`src/rtl/fetch_sequencer_if.sv`:
```
// Bus between the run-control sequencer and its environment: the instruction
// ROM address, decoder fields, the Start/Done handshake and the counters.
//
// Handshake: Start is a level sampled only while the sequencer is in IDLE or
// HALTED. It loads StartAddr and clears the counters on that clock edge and is
// ignored everywhere else. Done is high exactly while the sequencer sits in
// HALTED, so it drops on the cycle after a Start is accepted. InstValid is the
// per-cycle commit strobe for the instruction at ProgCounter.
interface fetch_sequencer_if #(
  parameter int PC_W  = 10,
  parameter int OFF_W = 5,
  parameter int CNT_W = 16
);
  logic             Start;
  logic [PC_W-1:0]  StartAddr;
  logic             HALT;
  logic             Branch;
  logic             Zero;
  logic [OFF_W-1:0] BrOffset;
  logic             MemAccess;
  logic [PC_W-1:0]  ProgCounter;
  logic             InstValid;
  logic             Done;
  logic [CNT_W-1:0] CycleCount;
  logic [CNT_W-1:0] InstCount;

  // Environment side: drives control and decoder fields, observes status.
  modport master (
    output Start, StartAddr, HALT, Branch, Zero, BrOffset, MemAccess,
    input  ProgCounter, InstValid, Done, CycleCount, InstCount
  );

  // Sequencer side.
  modport slave (
    input  Start, StartAddr, HALT, Branch, Zero, BrOffset, MemAccess,
    output ProgCounter, InstValid, Done, CycleCount, InstCount
  );
endinterface

```
`src/rtl/fetch_sequencer.sv`:
```
// Run-control sequencer for the accumulator processor: owns the program
// counter, inserts fixed wait cycles for load/store, emits the commit strobe
// and keeps saturating cycle/instruction counters.
module fetch_sequencer #(
  parameter int PC_W    = 10,
  parameter int OFF_W   = 5,
  parameter int MEM_LAT = 2,
  parameter int CNT_W   = 16
) (
  input  logic                CLK,
  input  logic                reset,
  fetch_sequencer_if.slave    bus,
  output logic [1:0]          o_dbg_state
);

  typedef enum logic [1:0] {
    S_IDLE    = 2'd0,
    S_RUN     = 2'd1,
    S_MEMWAIT = 2'd2,
    S_HALTED  = 2'd3
  } state_t;

  // Wait counter only needs to hold MEM_LAT-1; keep at least one bit so the
  // MEM_LAT=0 build still elaborates (the counter is then never loaded).
  localparam int WAIT_W = (MEM_LAT > 1) ? $clog2(MEM_LAT) : 1;
  localparam bit HAS_WAIT = (MEM_LAT > 0);
  localparam logic [WAIT_W-1:0] WAIT_INIT = (MEM_LAT > 0) ? WAIT_W'(MEM_LAT - 1) : '0;
  localparam logic [WAIT_W-1:0] WAIT_ONE  = 1;
  localparam logic [PC_W-1:0]   PC_ONE    = 1;
  localparam logic [CNT_W-1:0]  CNT_ONE   = 1;
  localparam logic [CNT_W-1:0]  CNT_MAX   = '1;

  state_t            r_state;
  state_t            w_state_nxt;
  logic [PC_W-1:0]   r_pc;
  logic [WAIT_W-1:0] r_wait;
  logic [CNT_W-1:0]  r_cyc_cnt;
  logic [CNT_W-1:0]  r_inst_cnt;

  logic              w_commit;
  logic              w_mem_enter;
  logic              w_load;
  logic              w_cnt_en;
  logic              w_done;
  logic [PC_W-1:0]   w_off_ext;
  logic [PC_W-1:0]   w_next_pc;

  // Branch target: sign-extended displacement, wraps modulo 2^PC_W.
  assign w_off_ext = {{(PC_W-OFF_W){bus.BrOffset[OFF_W-1]}}, bus.BrOffset};
  assign w_next_pc = (bus.Branch && bus.Zero) ? (r_pc + w_off_ext) : (r_pc + PC_ONE);

  // State register.
  always_ff @(posedge CLK) begin
    if (reset) r_state <= S_IDLE;
    else       r_state <= w_state_nxt;
  end

  // Next-state logic; HALT outranks MemAccess in RUN.
  always_comb begin
    w_state_nxt = r_state;
    case (r_state)
      S_IDLE, S_HALTED: if (bus.Start) w_state_nxt = S_RUN;
      S_RUN: begin
        if (bus.HALT)                       w_state_nxt = S_HALTED;
        else if (bus.MemAccess && HAS_WAIT) w_state_nxt = S_MEMWAIT;
      end
      S_MEMWAIT: if (r_wait == '0) w_state_nxt = S_RUN;
      default: w_state_nxt = S_IDLE;
    endcase
  end

  // Output/control decode from state and current decoder inputs.
  always_comb begin
    w_commit    = 1'b0;
    w_mem_enter = 1'b0;
    w_load      = 1'b0;
    w_cnt_en    = 1'b0;
    w_done      = 1'b0;
    case (r_state)
      S_IDLE: w_load = bus.Start;
      S_RUN: begin
        w_cnt_en = 1'b1;
        if (!bus.HALT) begin
          if (bus.MemAccess && HAS_WAIT) w_mem_enter = 1'b1;
          else                           w_commit    = 1'b1;
        end
      end
      S_MEMWAIT: begin
        w_cnt_en = 1'b1;
        w_commit = (r_wait == '0);
      end
      S_HALTED: begin
        w_done = 1'b1;
        w_load = bus.Start;
      end
      default: ;
    endcase
  end

  // PC, wait counter and saturating performance counters.
  always_ff @(posedge CLK) begin
    if (reset) begin
      r_pc       <= '0;
      r_wait     <= '0;
      r_cyc_cnt  <= '0;
      r_inst_cnt <= '0;
    end else if (w_load) begin
      r_pc       <= bus.StartAddr;
      r_cyc_cnt  <= '0;
      r_inst_cnt <= '0;
    end else begin
      if (w_commit) begin
        r_pc <= w_next_pc;
        if (r_inst_cnt != CNT_MAX) r_inst_cnt <= r_inst_cnt + CNT_ONE;
      end
      if (w_cnt_en && (r_cyc_cnt != CNT_MAX)) r_cyc_cnt <= r_cyc_cnt + CNT_ONE;
      if (w_mem_enter)                                     r_wait <= WAIT_INIT;
      else if ((r_state == S_MEMWAIT) && (r_wait != '0))   r_wait <= r_wait - WAIT_ONE;
    end
  end

  assign bus.ProgCounter = r_pc;
  assign bus.InstValid   = w_commit;
  assign bus.Done        = w_done;
  assign bus.CycleCount  = r_cyc_cnt;
  assign bus.InstCount   = r_inst_cnt;
  assign o_dbg_state     = r_state;

endmodule

```
`src/flat_wrapper.sv`:
```
// flat-port wrapper written by rule: the top's interface ports become plain ports
module fetch_sequencer_flat 
#(
  parameter int PC_W    = 10,
  parameter int OFF_W   = 5,
  parameter int MEM_LAT = 2,
  parameter int CNT_W   = 16
)
  (CLK, reset, o_dbg_state, bus_Start, bus_StartAddr, bus_HALT, bus_Branch, bus_Zero, bus_BrOffset, bus_MemAccess, bus_ProgCounter, bus_InstValid, bus_Done, bus_CycleCount, bus_InstCount);
  fetch_sequencer_if #(.PC_W(PC_W), .OFF_W(OFF_W), .CNT_W(CNT_W)) bus_i ();
  input  logic CLK;
  input  logic reset;
  output logic [1:0] o_dbg_state;
  input wire logic [$bits(bus_i.Start)-1:0] bus_Start;
  input wire logic [$bits(bus_i.StartAddr)-1:0] bus_StartAddr;
  input wire logic [$bits(bus_i.HALT)-1:0] bus_HALT;
  input wire logic [$bits(bus_i.Branch)-1:0] bus_Branch;
  input wire logic [$bits(bus_i.Zero)-1:0] bus_Zero;
  input wire logic [$bits(bus_i.BrOffset)-1:0] bus_BrOffset;
  input wire logic [$bits(bus_i.MemAccess)-1:0] bus_MemAccess;
  output wire logic [$bits(bus_i.ProgCounter)-1:0] bus_ProgCounter;
  output wire logic [$bits(bus_i.InstValid)-1:0] bus_InstValid;
  output wire logic [$bits(bus_i.Done)-1:0] bus_Done;
  output wire logic [$bits(bus_i.CycleCount)-1:0] bus_CycleCount;
  output wire logic [$bits(bus_i.InstCount)-1:0] bus_InstCount;
  assign bus_i.Start = bus_Start;
  assign bus_i.StartAddr = bus_StartAddr;
  assign bus_i.HALT = bus_HALT;
  assign bus_i.Branch = bus_Branch;
  assign bus_i.Zero = bus_Zero;
  assign bus_i.BrOffset = bus_BrOffset;
  assign bus_i.MemAccess = bus_MemAccess;
  assign bus_ProgCounter = bus_i.ProgCounter;
  assign bus_InstValid = bus_i.InstValid;
  assign bus_Done = bus_i.Done;
  assign bus_CycleCount = bus_i.CycleCount;
  assign bus_InstCount = bus_i.InstCount;
  fetch_sequencer #(.PC_W(PC_W), .OFF_W(OFF_W), .MEM_LAT(MEM_LAT), .CNT_W(CNT_W)) u_core (.CLK(CLK), .reset(reset), .bus(bus_i), .o_dbg_state(o_dbg_state));
endmodule
```
`config.mk`:
```
export PLATFORM = sky130hd
export DESIGN_NAME = fetch_sequencer_flat
export DESIGN_NICKNAME = d
export VERILOG_FILES = /design/src/rtl/fetch_sequencer_if.sv /design/src/rtl/fetch_sequencer.sv /design/src/flat_wrapper.sv
export SDC_FILE = /design/constraint.sdc
export NUM_CORES = 1
export LEC_CHECK = 0
export CAP_MARGIN = 20
export CORE_AREA = 2 2 74 76
export CTS_BUF_LIST = sky130_fd_sc_hd__clkbuf_4 sky130_fd_sc_hd__clkbuf_8 sky130_fd_sc_hd__clkbuf_16
export CTS_CLUSTER_SIZE = 10
export DETAILED_ROUTE_END_ITERATION = 7
export DIE_AREA = 0 0 76 78
export PLACE_DENSITY_LB_ADDON = 0.25
export SETUP_SLACK_MARGIN = 0.1
export SYNTH_ARGS = -nofsm -noshare
export SYNTH_HDL_FRONTEND = slang
export SYNTH_SLANG_ARGS = --single-unit
export TNS_END_PERCENT = 30
```
`constraint.sdc`:
```
create_clock -name CLK -period 6.2 [get_ports CLK]
set_input_delay 1.24 -clock CLK [delete_from_list [all_inputs] [get_ports CLK]]
set_output_delay 1.24 -clock CLK [all_outputs]
set_load 0.1 [all_outputs]
```
==> metrics.txt <==
Min-Delay Endpoint u_core.r_wait$_SDFFE_PP0P_; Site Rows 26; Post-synth EDFFs 0; worst clock skew 0.0107 ns; I/O pin total 68; clk slew on worst S/H paths 0.09 ns; antenna cells 0; Die W 76 µm; via count 2,534; post-detail-place hpwl 4600 µm; Synth-to-Final Area Change 32.0%; Int Power 0.000506 W; arrival time at the worst endpoint 3.69 ns; Distinct cells, synth 51; Tot GR Track Use 22.5%; Synth Net Count 343; R2R depth 6; Final Instance Area 0.00340 mm²; commonest non-fill, non-tap cell in the layout clkdlybuf4s50_1; Final Cycle Share 79.6%; Critical Path Source Type input port; final worst setup slack 1.27 ns; Least-Margin Pin Slew 0.983 ns; Setup Fix Bufs, Post-CTS 0; Post-DP Area 0.00328 mm²; sequential power share 38.8%; die area 0.00593 mm²; root buf cell clkbuf_8; routed wire length 6490 µm; detailed router's first-iteration violation count 94; CTS tree yes; Most used DFF post-synth dfxtp_1; cells after synthesis 311; FF-to-FF Start u_core.o_dbg_state[0]$_SDFFE_PP0P_; fin crit period 4.93 ns; combinational power share 32.5%; max_cap viols 0; clock latency on the worst-skew pair 0.32 ns; CTS buffer count 5; per-cell routed wire length 14.6 µm; Slew Limit Fails 0; placer's final routability congestion estimate 0.802; worst min-delay path class reg -> reg; share of layout cells above drive strength 1 3.74%; CTS Sinks 45; mean post-synth cell area 8.28 µm²; DR vias/cell 5.71; Setup CP Type in -> out; detailed-route DRC error count 0; setup TNS 0 ns; Worst VDD drop 0.144 mV; Detail Route Antenna Nets 0; run status finished clean; most frequent cells in the layout clkdlybuf4s50_1 (67), dfxtp_1 (45), nor2_1 (44), nand2_1 (28), nand4_1 (15); Final Hold Viols 0; Leak 1.20 nW; Pwr Density 247 mW/mm²; first-pass GRT wire length 10,900 µm; synthesized area 0.00257 mm²; # port buffers 67; core area 0.00504 mm²; Clock Tree Buf Depth 2; Seq/Total Area, Yosys 35.0%; r2r setup slk 3.20 ns; max_slew headroom 34.2%; Initial Util 51.0%; HP Start u_core.r_wait$_SDFFE_PP0P_; crit end category output port; vias in the first global route 2,305; share of total power in the clock network 28.7%; post-CTS sizing 0; P_sw 0.000333 W; hold buffer count at cts 0; Die H 78 µm; critical path required time 4.96 ns; initial antenna violation count 0; Synth Register Bits 45; Pre-antenna DRT Iters 4; fmax 0.203 GHz; final setup vio count 0; Synth top area share 35.0%; H-Tree Depth 2; ranking of synthesized cells by area dfxtp_1 (35%), nor2_1 (6.4%), ha_1 (4.4%); switching portion of total power 39.6%; largest fanout on the critical path 16; Yosys top cell by area dfxtp_1; Nets 405; RSZ-0062 raised after global routing false; ys async rst share 0%; dpl ws 1.28 ns; Synth Warn # 0; hold path cells 2; RR Endpoint u_core.bus.InstCount[3]$_SDFFE_PP0P_; pin count of the biggest net entering global routing 31; total grt overflow 0
-- sequential cells by signal (all words and copies together), names as in the netlist --
name and cells:
u_core.o_dbg_state 2, u_core.bus.ProgCounter 10, u_core.bus.InstCount 16, u_core.bus.CycleCount 16
u_core.r_wait 1
-- per-layer routing --
metal | track usage, % | share of wire [%] | up-vias
met1 | 28.7 | 47 | 1184
met3 | 5.70 | 5.8 | 8
met4 | 7.82 | 1.4 | 0
met5 | 0 | 0 | -
met2 | 37.1 | 46 | 74
li1 | - | - | 1268
-- cell usage after synthesis, types with 4 or more instances --
cell type and number:
a211oi_1 4, nand2_1 28, or4_1 4, and4_1 5, nor2_1 44, nor3_1 7, a31oi_1 5, and3_1 7
xnor2_1 11, nand3_1 12, ha_1 9, a21oi_1 12, clkbuf_1 8, mux2i_1 5, xor2_1 12, a311oi_1 7
dfxtp_1 45, and2_1 4, o21ai_0 11, o211ai_1 5, nand4_1 15, inv_1 8, or3_1 8
-- critical path, stage by stage --
cell	delay [ns]
clkdlybuf4s50_1	0.47
or3b_4	0.46
a21o_4	0.31
clkinv_8	0.08
clkdlybuf4s50_1	1.13
-- worst max path at each step --
stage	start	slack, ns	depth (start not counted)	end
floorplan	u_core.o_dbg_state[0]$_SDFFE_PP0P_	2.87	4	bus_InstValid
global placement	bus_MemAccess	1.31	5	bus_InstValid
detailed placement	bus_MemAccess	1.28	5	bus_InstValid
CTS	bus_MemAccess	1.28	5	bus_InstValid
global route	bus_MemAccess	1.24	5	bus_InstValid
finish	bus_MemAccess	1.27	5	bus_InstValid
-- logic make-up (layout without fill, tap and decap cells) --
logic type / count (synthesis) / count (layout) / share of synthesized area (%)
DFF: 45 / 45 / 35.0
muxes: 5 / 5 / 1.94
AOI/OAI and AO/OA: 61 / 61 / 17.3
buffers and inverters: 21 / 84 / 3.89
xor gates and xnor gates: 23 / 23 / 7.83
adders and majority gates: 10 / 10 / 5.15
and+or+nand+nor: 146 / 146 / 28.9
-- power by group through the flow --
stage | clock [W] | combinational, W | sequential, W
after detailed placement | 0 | 0.000272 | 0.000332
final | 0.000241 | 0.000272 | 0.000326
after global placement | 0 | 0.000270 | 0.000331
after CTS | 0.000242 | 0.000273 | 0.000326
after global routing | 0.000256 | 0.000289 | 0.000329
after floorplan | 0 | 0.000108 | 0.000431
-- layout make-up --
class / instances / area, µm²
clock inverter: 3 / 50.0
sequential: 45 / 901
clock buffer: 5 / 68.8
fill: 415 / 1650
multi-input combinational: 245 / 1570
tap: 70 / 87.6
timing repair buffer: 67 / 671
inverter: 9 / 46.3
-- metrics by stage --
step	total power (W)	instances	utilization, %	hold WS, ns
floorplan	0.000539	311	-	0.444
global placement	0.000601	436	65.0	0.456
detailed placement	0.000605	436	65.0	0.463
CTS	0.000841	444	67.4	0.488
global route	0.000874	444	67.4	0.527
finish	0.000839	444	67.4	0.486
Power figures use the tool's default switching activity.
